==> src/rtl/fpa_adder.sv <==
// Half-precision (binary16) adder, one registered stage, RNE rounding, ovf/unf flags.
// Define SUBNORMAL_EN for gradual underflow; otherwise subnormals flush to zero.
module fpa_adder #(
  parameter logic [15:0] NAN_CODE = 16'h7E00
) (
  input  logic        clk,
  input  logic        rst_n,
  input  logic [15:0] Finput1,
  input  logic [15:0] Finput2,
  output logic [15:0] FPSUM,
  output logic        ovf,
  output logic        unf
);

  function automatic logic [3:0] lzc14(input logic [13:0] v);
    logic [3:0] c;
    c = 4'd14;
    for (int i = 0; i < 14; i++)
      if (v[i]) c = 4'(13 - i);
    return c;
  endfunction

  logic        sa, sb;
  logic [4:0]  ra, rb;
  logic [9:0]  fa, fb;
  logic        nan_a, nan_b, inf_a, inf_b;
  logic [4:0]  xa_e, xb_e;
  logic [10:0] xa_m, xb_m;
  logic        swap, ls, ss, sub;
  logic [4:0]  le, se, d;
  logic [10:0] lm, sm;
  logic [24:0] wide;
  logic [13:0] am, bs, n;
  logic [14:0] s;
  logic [3:0]  lz, sh;
  logic signed [6:0] ex, en, ef;
  logic        rup, tiny;
  logic [11:0] rm;
  logic [9:0]  fr;
  logic [15:0] res;
  logic        o, u;
`ifdef SUBNORMAL_EN
  logic [4:0]  lim;
`endif

  always_comb begin
    sa = Finput1[15];
    ra = Finput1[14:10];
    fa = Finput1[9:0];
    sb = Finput2[15];
    rb = Finput2[14:10];
    fb = Finput2[9:0];
    nan_a = (&ra) & (|fa);
    nan_b = (&rb) & (|fb);
    inf_a = (&ra) & ~(|fa);
    inf_b = (&rb) & ~(|fb);
`ifdef SUBNORMAL_EN
    xa_e = (ra == 5'd0) ? 5'd1 : ra;
    xb_e = (rb == 5'd0) ? 5'd1 : rb;
    xa_m = {|ra, fa};
    xb_m = {|rb, fb};
`else
    xa_e = ra;
    xb_e = rb;
    xa_m = (ra == 5'd0) ? 11'd0 : {1'b1, fa};
    xb_m = (rb == 5'd0) ? 11'd0 : {1'b1, fb};
`endif
    swap = {xb_e, xb_m} > {xa_e, xa_m};
    ls = swap ? sb : sa;
    ss = swap ? sa : sb;
    le = swap ? xb_e : xa_e;
    se = swap ? xa_e : xb_e;
    lm = swap ? xb_m : xa_m;
    sm = swap ? xa_m : xb_m;
    sub = ls ^ ss;
    d = le - se;
    wide = '0;
    // far-shifted operand survives only as sticky
    if (d >= 5'd13) begin
      bs = {13'd0, |sm};
    end else begin
      wide = {sm, 14'd0} >> d;
      bs = {wide[24:12], |wide[11:0]};
    end
    am = {lm, 3'b000};
    s = sub ? ({1'b0, am} - {1'b0, bs})
            : ({1'b0, am} + {1'b0, bs});
    lz = lzc14(s[13:0]);
    ex = $signed({2'b00, le});
`ifdef SUBNORMAL_EN
    lim = le - 5'd1;
    sh = ({1'b0, lz} > lim) ? lim[3:0] : lz;
`else
    sh = lz;
`endif
    if (s[14]) begin
      n = {s[14:2], s[1] | s[0]};
      en = ex + 7'sd1;
    end else begin
      n = s[13:0] << sh;
      en = ex - $signed({3'b000, sh});
    end
    rup = n[2] & (n[1] | n[0] | n[3]);
    rm = {1'b0, n[13:3]} + {11'd0, rup};
    if (rm[11]) begin
      fr = rm[10:1];
      ef = en + 7'sd1;
    end else begin
      fr = rm[9:0];
      ef = en;
    end
`ifdef SUBNORMAL_EN
    tiny = ~rm[11] & ~rm[10];
`else
    tiny = en < 7'sd1;
`endif
    res = '0;
    o = 1'b0;
    u = 1'b0;
    if (nan_a | nan_b | (inf_a & inf_b & (sa ^ sb))) begin
      res = NAN_CODE;
    end else if (inf_a) begin
      res = {sa, 5'h1F, 10'd0};
    end else if (inf_b) begin
      res = {sb, 5'h1F, 10'd0};
    end else if (s == 15'd0) begin
      res = {sa & sb, 15'd0};
    end else if (tiny) begin
      u = 1'b1;
`ifdef SUBNORMAL_EN
      res = {ls, 5'd0, fr};
`else
      res = {ls, 15'd0};
`endif
    end else if (ef >= 7'sd31) begin
      o = 1'b1;
      res = {ls, 5'h1F, 10'd0};
    end else begin
      res = {ls, ef[4:0], fr};
    end
  end

  always_ff @(posedge clk or negedge rst_n) begin
    if (!rst_n) begin
      FPSUM <= '0;
      ovf   <= 1'b0;
      unf   <= 1'b0;
    end else begin
      FPSUM <= res;
      ovf   <= o;
      unf   <= u;
    end
  end

endmodule

==> config.mk <==
export PLATFORM = sky130hd
export DESIGN_NAME = fpa_adder
export DESIGN_NICKNAME = d
export VERILOG_FILES = /design/src/rtl/fpa_adder.sv
export SDC_FILE = /design/constraint.sdc
export NUM_CORES = 1
export LEC_CHECK = 0
export BUFFER_PORTS_ARGS = -buffer_cell sky130_fd_sc_hd__buf_2
export CAP_MARGIN = 20
export CORE_ASPECT_RATIO = 1.1
export CORE_MARGIN = 4
export CORE_UTILIZATION = 35
export CTS_CLUSTER_SIZE = 30
export DETAILED_ROUTE_END_ITERATION = 10
export GPL_TIMING_DRIVEN = 0
export HOLD_SLACK_MARGIN = 0.15
export PLACE_DENSITY_LB_ADDON = 0.05
export SETUP_SLACK_MARGIN = 0.5
export SKIP_LAST_GASP = 1
export SLEW_MARGIN = 15
export SYNTH_ARGS = -nofsm -noshare
export SYNTH_HDL_FRONTEND = slang
export SYNTH_SLANG_ARGS = --single-unit
export TNS_END_PERCENT = 5
==> constraint.sdc <==
create_clock -name clk -period 0.8 [get_ports clk]
set_input_delay 0.24 -clock clk [delete_from_list [all_inputs] [get_ports clk]]
set_output_delay 0.24 -clock clk [all_outputs]
set_load 0.005 [all_outputs]
-- Word-level counts from Yosys, hierarchy flattened
Index checks and enable logic that the tools add are counted.
- add/sub/neg operators: 7
- $lt $le $gt $ge: 4
- shifts and indexed selects: 2
- mux-type cells: 45
- bitwise logic cells: 17
- reductions and logical operators: 9
- operator list (operator ; count):
    $mux 16 ; 4
    $mux 4 ; 13
    $mux 15 ; 3
    $mux 11 ; 4
    $mux 14 ; 2
    $shr 25x5->25 ; 1
    $reduce_or 10->1 ; 2
    $gt 16x16->1 ; 1
    $add 14x14->15 ; 1
    $logic_not 15->1 ; 1
    $sub 14x14->15 ; 1
    $mux 7 ; 2
    $shl 14x4->14 ; 1
    $mux 1 ; 13
    $add 11x1->12 ; 1
    $reduce_or 12->1 ; 1
    $reduce_or 11->1 ; 1
    $logic_not 5->1 ; 2
    $mux 10 ; 1
    $mux 5 ; 2
    $reduce_and 5->1 ; 2
    $and 1x1->1 ; 8
    $add 7x2->7 const B ; 1
    $ge 7x6->1 const B ; 1
    9 further kinds ; 15
- register bits: 18

-- Logic depth before layout (Yosys ltp)
- depth after elaboration: 38
- depth in mapped cells: 59
- gate-level depth less buffers: 52

-- Worst setup path before layout
Ideal clock, no wire load.
- path kind: input to register
- from: input port Finput2[10]
- to: register FPSUM[14]
- arrival: 10.169 ns
- slack: -9.489 ns
- cell stages on the path: 56
- buffers on the path: 9
- cell sequence: or4_4 -> nor2_1 -> inv_1 -> clkbuf_1 -> nand2_1 -> inv_1 -> ha_1 -> a21o_1 -> a221o_1 -> a221o_1 -> a211o_2 -> nand2_1 -> buf_2 -> clkbuf_1 -> a31oi_1 -> ha_1 -> clkbuf_1 -> clkbuf_1 -> [... 20 more ...] -> o22ai_1 -> a21oi_1 -> nand2_1 -> buf_2 -> mux2_2 -> o22ai_1 -> nor2_1 -> nor2_1 -> ha_1 -> nand2_1 -> a31o_1 -> nor4_2 -> and2_4 -> and3_1 -> buf_4 -> buf_6 -> nand4_1 -> a31o_1
- word-level cells in the longest chain between the ends: 38
- ends and longest elaborated chain (what ; RTL line ; RTL):
    start, declared ; 9 ; input logic [15:0] Finput2,
    $logic_not 5->1 ; 66 ; xb_m = (rb == 5'd0) ? 11'd0 : {1'b1, fb};
    $mux 11 ; 66 ;
    $gt 16x16->1 ; 68 ; swap = {xb_e, xb_m} > {xa_e, xa_m};
    $mux 5 (on tied branches) ; 71, 72 ;
    $sub 5x5->5 ; 76 ; d = le - se;
    $shr 25x5->25 ; 82 ; wide = {sm, 14'd0} >> d;
    $reduce_or 12->1 ; 83 ; bs = {wide[24:12], |wide[11:0]};
    $mux 14 ; 79 ; if (d >= 5'd13) begin
    [... 23 more ...] ; n/a ;
    $ge 7x6->1 ; 135 ; end else if (ef >= 7'sd31) begin
    $mux 15 ; 135 ;
    $mux 15 ; 128 ; end else if (tiny) begin
    $mux 16 ; 126 ; end else if (s == 15'd0) begin
    $mux 16 ; 124 ; end else if (inf_b) begin
    $mux 16 ; 122 ; end else if (inf_a) begin
    $mux 16 * ; 120 ; if (nan_a | nan_b | (inf_a & inf_b & (sa ^ sb))) begin
    via res[14] ; 40 ; logic [15:0] res;
    end signal, assigned ; 149 ; FPSUM <= res;
    end, declared ; 10 ; output logic [15:0] FPSUM,
Mark *: on every way through the listed nets, which the timed path passes. The rest lies on a longest branch.

-- Final worst setup path
- from: input port Finput2[14]
- to: register FPSUM[10]
Same word-level chain as after synthesis.

==> reports/qor.csv <==
stage,metric,value,unit
finish,most frequent cells in the layout,"89 x buf_4, 88 x nand2_1, 63 x nor2_1",
logic_synthesis,"FF+latch count, synth",18,
clock_tree,clock root buffer,clkbuf_16,
floorplanning,Initial Util,35.6,%
flow_run,Max Cap Violations,0,
worst_setup_path,critical path endpoint category,register,
global_route,first-pass GRT wire length,36400,um
logic_synthesis,predominant post-synthesis flop cell,dfrtp_1,
logic_synthesis,number of flops mapped to enable cells by yosys,0,
routing,Pre-antenna DRT Iters,5,
logic_synthesis,Mapped Nets,932,
global_route,initial antenna violation count,0,
clock_tree,H-tree depth,1,
finish,share of cells above drive strength 1,33.7,%
routing,initial drt markers,486,
finish,Antenna Cells,0,
floorplanning,Core Region,0.0164,mm2
finish,Multi-input gate area,0.00574,mm2
placement,Place WS,-10.08,ns
power_and_ir_drop,VDD IR max,1.26,mV
timing,max-slew violations,0,
global_route,number of global-route vias before repair,6841,
placement,RD Place Congestion,0.904,
routing,final WL,23600,um
timing,fmax,0.101,GHz
timing,Hold WS,-0.0928,ns
worst_setup_path,WP data required,0.91,ns
logic_synthesis,Synth Warn #,0,
floorplanning,DIE WIDTH,131,um
power_and_ir_drop,Power Density,2760,mW/mm2
placement,number of buffers added on ports,51,
timing,RSZ-0062 raised after global routing,yes,
floorplanning,row cnt,49,
status,failing checks,"hold timing, setup timing",
timing,min Tclk post-route,9.87,ns
floorplanning,Ports,52,
routing,DRC errors left,0,
timing,final setup TNS,-163.57,ns
logic_synthesis,ranking of synthesized cells by area,"ha_1 10%, dfrtp_1 7.7%, nand2_1 6.2%",
timing,Final Cycle Share,1230,%
finish,post-layout util,49.5,%
worst_setup_path,WP data arrival,9.98,ns
worst_setup_path,critical path type,in2reg,
routing,via count,7313,
clock_tree,CTS buffer count,3,
worst_setup_path,max incr delay on CP,0.65,ns
logic_synthesis,post-synth cell types,98,
logic_synthesis,post-synth top area cell,ha_1,
clock_tree,clk sinks,18,
min_path,min-delay worst type,in2async,
finish,"most common cell after layout, fill and taps aside",buf_4,
global_route,grt ovf,0,
finish,FILL cells,1591,
finish,Reg area,450,um2
finish,Layout Nets,1080,
finish,area delta synth->final,38.9,%
floorplanning,die area,0.0188,mm2
power_and_ir_drop,LEAKAGE,3.52,nW
logic_synthesis,Post-Synthesis Cells,848,
power_and_ir_drop,Final Power,22.4,mW
routing,vias per inst,6.10,
logic_synthesis,share of the synthesized area in the top cell type,10.3,%
logic_synthesis,post-synthesis sequential area ratio,7.73,%
clock_tree,CTS tree,built,
worst_setup_path,crit path max-delay cell type,o41ai_1,
status,status,"complete, but fails checks",
clock_tree,clock transition at the registers of the reported paths,0.05,ns
logic_synthesis,Post-Synthesis Cell Area,0.00583,mm2
floorplanning,Die Span Y,143,um
timing,setup violators final,36,
routing,drt wl/cell,19.7,um
worst_setup_path,Critical Path Source Type,input pin,
routing,number of routed nets with antenna violations,0,
worst_setup_path,CP Max Fanout,10,
timing,final hold violation count,18,
finish,Final Cell Area,0.00810,mm2
global_route,gr usage total,23.9,%
timing,max_slew headroom,44.6,%
timing,Worst-Margin Slew,0.831,ns
logic_synthesis,Synth async-reset ratio,100,%
global_route,pin count of the biggest net entering global routing,19,
logic_synthesis,Syn Area/Cell,6.88,um2
worst_setup_path,Most common cell on crit path,buf_4,
clock_tree,clk buf depth,2,
placement,placed instance area,0.00675,mm2
placement,dpl hpwl,18300,um
timing,final setup margin,-9.07,ns
-- stage by stage --
stage          cells  hold slack, ns
2_1_floorplan    848         -0.0556
3_3_place_gp    1103           0.172
3_5_place_dp    1103           0.178
4_1_cts         1153         -0.0802
5_1_grt         1198         -0.0641
6_report        1198         -0.0928
-- path summary, 6_finish.rpt --
check                             from             endpoint  cells past startpoint
min in group clk           Finput1[15]  FPSUM[15]$_DFF_PN0_                      3
hold / removal                   rst_n  FPSUM[14]$_DFF_PN0_                      1
max in group asynchronous        rst_n   FPSUM[2]$_DFF_PN0_                      1
setup / recovery           Finput2[14]  FPSUM[10]$_DFF_PN0_                     60
-- what timing repair did --
action / 4_1_cts / 5_1_grt
hold endpoints to repair: 18 / 18
endpoints found under the setup margin: 36 / 36
cloned: 1 / 3
gates resized for setup: 59 / 74
setup buffers: 46 / 42
pin swaps: 38 / 64
-- synth_stat cells, types with 5 or more instances --
cell,count
a211o_1,9
a211oi_1,13
a211oi_2,5
a21o_1,21
a21oi_1,63
a22oi_1,6
a2bb2oi_1,5
a31oi_1,16
and2_1,19
and3_1,15
and4_1,6
buf_2,7
clkbuf_1,28
dfrtp_1,18
ha_1,48
inv_1,50
mux2i_1,8
nand2_1,96
nand2b_1,11
nand3_1,36
nand4_1,9
nor2_1,73
nor2b_1,8
nor3_1,17
nor4_1,7
o211ai_1,16
o21a_1,5
o21ai_0,46
o21bai_1,8
o22ai_1,8
o31ai_1,11
or3_1,9
xnor2_1,14
xor2_1,8
-- kinds of logic (layout without fill, tap and decap cells) --
kind of cell	count (synthesis)	after routing	share of synthesized area [%]
xor gates and xnor gates	23	23	3.58
muxes	16	16	3.73
DFF	18	18	7.73
and+or+nand+nor	336	336	28.9
adders and majority gates	50	50	11.0
buffers and inverters	98	243	6.89
AOI/OAI and AO/OA	307	308	38.2
-- layer usage --
layer | vias up | track usage (%) | wire length (um)
li1 | 3492 | - | -
met1 | 3497 | 31.8 | 9920
met2 | 269 | 40.7 | 11500
met3 | 55 | 1.15 | 1140
met4 | 0 | 9.10 | 1010
met5 | - | 0 | 0
-- power breakdown --
group          internal (mW)  switching (mW)  total (mW)
clock                  0.654           0.279       0.932
combinational           8.48            11.5        20.0
sequential              1.36          0.0757        1.43
-- critical path: cells and delay by family --
kind | cells | cell delay (ns)
buf+inv | 27 | 2.65
mux | 2 | 0.71
compound gates | 14 | 3.21
fa+ha+maj | 3 | 0.71
simple gates | 14 | 2.45
-- area by class of cell --
cell class / instances / share of cell area [%]
Buffer: 42 / 4.30
Timing Repair Buffer: 142 / 12.4
Sequential cell: 18 / 5.56
Multi-Input combinational cell: 733 / 70.9
Clock buffer: 3 / 0.927
Tap cell: 204 / 3.15
Inverter: 56 / 2.81
-- registers in the layout, summed over array words and instances, names as in the netlist --
register  cells
FPSUM        16
ovf           1
unf           1
Note: power is estimated with default switching activity, not from simulation.
